<file path="config.mk">
export PLATFORM = sky130hd
export DESIGN_NAME = viterbi_frame_ctrl
export DESIGN_NICKNAME = d
export VERILOG_FILES = /design/src/rtl/viterbi_frame_ctrl.sv
export SDC_FILE = /design/constraint.sdc
export NUM_CORES = 1
export LEC_CHECK = 0
export ABC_AREA = 1
export CAP_MARGIN = 0
export CORE_UTILIZATION = 60
export DETAILED_ROUTE_END_ITERATION = 12
export PLACE_DENSITY = 0.85
export RECOVER_POWER = 25
export SKIP_CTS_REPAIR_TIMING = 1
export SLEW_MARGIN = 20
export SYNTH_ARGS = -nofsm -noshare
export SYNTH_HDL_FRONTEND = slang
export SYNTH_SLANG_ARGS = --single-unit
</file>
<file path="constraint.sdc">
create_clock -name clk -period 7.4 [get_ports clk]
set_clock_uncertainty 0.05 [all_clocks]
set_input_delay 0.74 -clock clk [delete_from_list [all_inputs] [get_ports clk]]
set_output_delay 0.74 -clock clk [all_outputs]
set_load 0.02 [all_outputs]
</file>
<file path="src/rtl/viterbi_frame_ctrl.sv">
// Frame sequencer for the encoder -> error channel -> Viterbi decoder chain.
// Streams a latched message plus zero tail bits into the encoder, drives a
// periodic per-symbol flip mask into the channel, captures the decoded bits
// and reports the recovered message, bit errors and injected symbol count.
module viterbi_frame_ctrl #(
  parameter int unsigned FRAME_LEN = 16,
  parameter int unsigned TAIL_LEN  = 2,
  parameter int unsigned DEC_LAT   = 8
) (
  input  logic                             clk,
  input  logic                             rst,
  input  logic                             start_i,
  input  logic [FRAME_LEN-1:0]             msg_i,
  input  logic [3:0]                       err_period_i,
  input  logic [1:0]                       err_mask_i,
  output logic                             busy_o,
  output logic                             enc_en_o,
  output logic                             enc_d_o,
  output logic [1:0]                       chan_flip_o,
  output logic                             dec_en_o,
  input  logic                             dec_d_i,
  output logic                             done_o,
  output logic [FRAME_LEN-1:0]             rx_msg_o,
  output logic [$clog2(FRAME_LEN+1)-1:0]   bit_err_o,
  output logic [7:0]                       inj_ct_o
);

  localparam int unsigned SymN = FRAME_LEN + TAIL_LEN;
  localparam int unsigned SymW = $clog2(SymN + 1);
  localparam int unsigned CycW = $clog2(DEC_LAT + 2);
  localparam int unsigned CapW = $clog2(FRAME_LEN + 1);
  localparam int unsigned BW   = $clog2(FRAME_LEN + 1);

  typedef enum logic [2:0] {StIdle, StSend, StTail, StDrain, StDone} state_e;

  state_e               r_state, w_state_d;
  logic [FRAME_LEN-1:0] r_tx, r_msg, r_rx, r_rx_out;
  logic [3:0]           r_period, r_phase;
  logic [1:0]           r_mask, r_flip;
  logic [SymW-1:0]      r_sym;
  logic [CycW-1:0]      r_cyc;
  logic [CapW-1:0]      r_cap;
  logic [7:0]           r_inj, r_inj_out;
  logic [BW-1:0]        r_berr_out;
  logic                 r_dec_en;

  logic                 w_enc_en, w_enc_d, w_start_acc, w_to_done, w_run;
  logic                 w_hit, w_cap_fire, w_cap_last;
  logic [1:0]           w_flip_d;
  logic [FRAME_LEN-1:0] w_rx_d, w_rx_fin;
  logic [BW-1:0]        w_berr;

  // Frame-relative cycle counter saturates once the capture window opens.
  assign w_run      = (r_state == StSend) || (r_state == StTail) || (r_state == StDrain);
  assign w_cap_fire = w_run && (r_cyc == CycW'(DEC_LAT + 1)) && (r_cap < CapW'(FRAME_LEN));
  assign w_cap_last = w_cap_fire && (r_cap == CapW'(FRAME_LEN - 1));
  assign w_rx_d     = {r_rx[FRAME_LEN-2:0], dec_d_i};
  assign w_rx_fin   = w_cap_fire ? w_rx_d : r_rx;

  // Injection fires on the last symbol of each period window.
  assign w_hit    = (r_period != 4'd0) && (r_phase == (r_period - 4'd1));
  assign w_flip_d = (w_enc_en && w_hit) ? r_mask : 2'b00;

  // State register.
  always_ff @(posedge clk) begin
    if (rst) r_state <= StIdle;
    else     r_state <= w_state_d;
  end

  // Next-state decode and encoder-side outputs.
  always_comb begin
    w_state_d   = r_state;
    w_enc_en    = 1'b0;
    w_enc_d     = 1'b0;
    w_start_acc = 1'b0;
    w_to_done   = 1'b0;
    unique case (r_state)
      StIdle: begin
        if (start_i) begin
          w_start_acc = 1'b1;
          w_state_d   = StSend;
        end
      end
      StSend: begin
        w_enc_en = 1'b1;
        w_enc_d  = r_tx[FRAME_LEN-1];
        if (r_sym == SymW'(FRAME_LEN - 1)) w_state_d = (TAIL_LEN == 0) ? StDrain : StTail;
      end
      StTail: begin
        w_enc_en = 1'b1;
        if (r_sym == SymW'(SymN - 1)) w_state_d = StDrain;
      end
      StDrain: begin
        // Short decoder latency can finish capturing before DRAIN is reached.
        if (w_cap_last || (r_cap == CapW'(FRAME_LEN))) begin
          w_to_done = 1'b1;
          w_state_d = StDone;
        end
      end
      StDone:  w_state_d = StIdle;
      default: w_state_d = StIdle;
    endcase
  end

  // Bit-error popcount over the completed capture.
  always_comb begin
    w_berr = '0;
    for (int i = 0; i < int'(FRAME_LEN); i++) begin
      w_berr = w_berr + BW'(w_rx_fin[i] ^ r_msg[i]);
    end
  end

  // Datapath: latching, symbol sequencing, flip generation, capture, results.
  always_ff @(posedge clk) begin
    if (rst) begin
      r_tx       <= '0;
      r_msg      <= '0;
      r_period   <= '0;
      r_mask     <= '0;
      r_sym      <= '0;
      r_phase    <= '0;
      r_cyc      <= '0;
      r_cap      <= '0;
      r_rx       <= '0;
      r_inj      <= '0;
      r_dec_en   <= 1'b0;
      r_flip     <= '0;
      r_rx_out   <= '0;
      r_berr_out <= '0;
      r_inj_out  <= '0;
    end else begin
      r_dec_en <= w_enc_en;
      r_flip   <= w_flip_d;
      if (w_start_acc) begin
        r_tx     <= msg_i;
        r_msg    <= msg_i;
        r_period <= err_period_i;
        r_mask   <= err_mask_i;
        r_sym    <= '0;
        r_phase  <= '0;
        r_cyc    <= '0;
        r_cap    <= '0;
        r_rx     <= '0;
        r_inj    <= '0;
      end else begin
        if (w_enc_en) begin
          r_sym   <= r_sym + SymW'(1);
          r_phase <= w_hit ? 4'd0 : r_phase + 4'd1;
          if (r_state == StSend) r_tx <= {r_tx[FRAME_LEN-2:0], 1'b0};
        end
        if (w_run && (r_cyc != CycW'(DEC_LAT + 1))) r_cyc <= r_cyc + CycW'(1);
        if (w_cap_fire) begin
          r_rx  <= w_rx_d;
          r_cap <= r_cap + CapW'(1);
        end
        if ((w_flip_d != 2'b00) && (r_inj != 8'hFF)) r_inj <= r_inj + 8'd1;
      end
      if (w_to_done) begin
        r_rx_out   <= w_rx_fin;
        r_berr_out <= w_berr;
        r_inj_out  <= r_inj;
      end
    end
  end

  assign busy_o      = (r_state != StIdle);
  assign done_o      = (r_state == StDone);
  assign enc_en_o    = w_enc_en;
  assign enc_d_o     = w_enc_d;
  assign dec_en_o    = r_dec_en;
  assign chan_flip_o = r_flip;
  assign rx_msg_o    = r_rx_out;
  assign bit_err_o   = r_berr_out;
  assign inj_ct_o    = r_inj_out;

endmodule

</file>
==> flow_summary_export.csv <==
group,metric,value,unit
global_routing,grt_pass1_wl,20600,um
placed_design,dp.cells,803,
sta,tns,0,ns
synthesis,yosysTopAreaCell,"dfxtp_1",
setup_path,cp_max_fo,36,
hold_path,worstHoldPathType,"register to register",
synthesis,synthArstFlopShare,0,
synthesis,synth_area_leaders,"dfxtp_1 44%, nand2_1 8.2%, a21oi_1 6.0%",
synthesis,netlist_area,0.00523,mm^2
sta,setup_viol,0,
cts,path_clk_slew,0.06,ns
detailed_routing,drtAntennaViolNets,0,
floorplan,num_rows,33,
synthesis,synth_top_area_frac,0.441,
synthesis,yosysWarnings,0,
sta,period_share,0.698,
final_layout,area_growth,23.1,%
cts,numClockSinks,115,
setup_path,cp.arrival,5.57,ns
sta,final-hold-violation-count,0,
synthesis,ys_types,34,
detailed_routing,routed_wl,12600,um
floorplan,core_area,0.00834,mm^2
cts,clk_latency,0.52,ns
sta,whs,0.424,ns
detailed_routing,vias,4668,
synthesis,synth_fp_nets,715,
power,vdd_drop_max,0.000234,V
detailed_routing,routed_via_density,5.59,
global_routing,grt_overflow,0,
setup_path,cp.required,7.80,ns
cts,cts_buffers,17,
final_layout,stdcell_count,835,
global_routing,antenna_found_initial,0,
synthesis,ys_dominant_reg_cell,"dfxtp_1",
placed_design,post-dp-hpwl,8170,um
sta,max_slew_margin,0.379,
synthesis,synthCells,663,
detailed_routing,wl_per_cell,15.1,um
setup_path,rr_worst_depth,23,
cts,htreeDepth,4,
floorplan,die_area,0.00909,mm^2
synthesis,synth-edff-count,0,
final_layout,drive_above_1_share,0.0699,
cts,clk_path_buf_depth,2,
floorplan,die_w,95.3,um
synthesis,syn_area_per_cell,7.88,um^2
detailed_routing,drt-initial-drc-count,217,
synthesis,synth.most_common_cell,"dfxtp_1",
cts,cts_tree,"done",
cts,root_buffer,"clkbuf_8",
global_routing,grt.total_usage,0.298,
synthesis,ys_seq_elements,115,
floorplan,die_y,95.3,um
setup_path,start_kind,"register",
detailed_routing,firstDrtPassIters,7,
placed_design,gp_congestion,0.843,
synthesis,seq_area_frac_synth,0.441,
sta,rsz0062_at_grt,"false",
floorplan,start_util,0.626,
job,max_cap_viol_count,0,
sta,worst_slew_pin_slew,0.928,ns
power,power_leakage,2.64,nW
floorplan,ios,62,
detailed_routing,drc,0,
final_layout,utilization,0.771,
placed_design,numPortBuffers,61,
global_routing,grt_max_degree,53,
setup_path,worstSetupPathType,"register to register",
hold_path,hold_depth,2,
synthesis,ys_top_cells_by_count,"115 x dfxtp_1, 114 x nand2_1, 82 x inv_1, 63 x a21oi_1, 50 x nor2_1",
sta,period_needed,5.16,ns
placed_design,pre_cts_slack,2.39,ns
setup_path,endpoint_kind,"register",
run_status,status,"completed",
power,p_per_area,348,mW/mm^2
sta,maxSlewViolCount,0,
sta,setup_ws,2.24,ns
sta,max_clock_freq,194,MHz
final_layout,diodes,0,
global_routing,grt_pass1_vias,4631,
final_layout,finalNetCount,769,
## layer usage
metal | global-route usage | part of all wire | vias to the layer above
met4 | 0.154 | 0.042 | 0
met3 | 0.0829 | 0.040 | 51
li1 | - | - | 2269
met2 | 0.526 | 0.52 | 147
met1 | 0.323 | 0.40 | 2201
met5 | 0 | 0 | -
## worst max-delay path: stages, from the launching register on
cell and delay (ns):
dfxtp_1 0.35, inv_1 0.07, ha_1 0.17, nand2_1 0.09, nor2_1 0.04, nand2_1 0.13, nor2_4 0.06, inv_2 0.41
nand2_1 0.11, o21ai_1 0.18, xor2_1 0.14, fa_1 0.52, inv_1 0.07, fa_1 0.51, fa_1 0.55, inv_1 0.05
fa_1 0.48, inv_1 0.08, ha_1 0.17, inv_1 0.06, fa_1 0.41, o21ai_0 0.19, o21ai_1 0.09, nor2_1 0.11
## cell families (layout without fill, tap and decap cells)
| group | after synthesis | in the layout | share of synthesized area |
|---|---|---|---|
| compound gates | 174 | 174 | 0.182 |
| xor+xnor | 28 | 28 | 0.0469 |
| fa+ha+maj | 26 | 26 | 0.0766 |
| buf+inv | 121 | 188 | 0.0943 |
| flops | 115 | 115 | 0.441 |
| simple gates | 199 | 199 | 0.160 |
## final timing paths
kind	startpoint	end	slack, ns
hold / removal	r_tx[13]	r_tx[14]	0.42
setup reg to reg	r_cyc[1]	bit_err_o[4]	2.24
hold reg to reg	r_tx[13]	r_tx[14]	0.42
setup / recovery	r_cyc[1]	bit_err_o[4]	2.24
## where the power goes
group / internal (mW) / switching [mW]
clock network: 0.536 / 0.310
logic: 0.221 / 0.386
registers: 0.714 / 0.0696
total: 1.47 / 0.766
## sequential cells by signal, indices dropped and copies added, names as in the netlist, 2 cells and up
register and cells:
r_sym 5, r_cap 5, r_state 3, r_cyc 4
inj_ct_o 8, r_rx 16, rx_msg_o 16, bit_err_o 5
r_mask 2, r_phase 4, r_msg 16, r_tx 16
r_period 4, r_inj 8, chan_flip_o 2
## per-stage QoR
stage / power (mW) / area (um^2)
2_1_floorplan: 1.23 / 5230
3_3_place_gp: 1.34 / 5840
3_5_place_dp: 1.38 / 5840
4_1_cts: 2.25 / 6450
5_1_grt: 2.36 / 6430
6_report: 2.24 / 6430
## layout by cell type, fill, tap and decap left out, types with 7 or more instances in the layout
cell type / netlist / layout
nor3_1: 7 / 7
ha_1: 16 / 16
dlygate4sd3_1: 0 / 21
xor2_1: 25 / 25
o21ai_1: 48 / 48
clkbuf_16: 0 / 16
o21ai_0: 33 / 33
fa_1: 10 / 10
nand3_1: 12 / 13
dfxtp_1: 115 / 115
o2111ai_1: 7 / 7
a21oi_1: 63 / 63
nand2_1: 114 / 116
a31oi_1: 12 / 12
inv_2: 8 / 8
clkdlybuf4s50_1: 0 / 40
inv_1: 82 / 82
nor2_1: 50 / 51
## layout make-up
| cell class | instances | area [um^2] |
|---|---|---|
| multi-input combinational | 427 | 2410 |
| timing repair buffer | 63 | 626 |
| inverter | 93 | 354 |
| fill | 556 | 1910 |
| clock buffer | 19 | 442 |
| tap | 105 | 131 |
| sequential | 115 | 2300 |
| clock inverter | 13 | 170 |
Power figures use the tool's default switching activity.
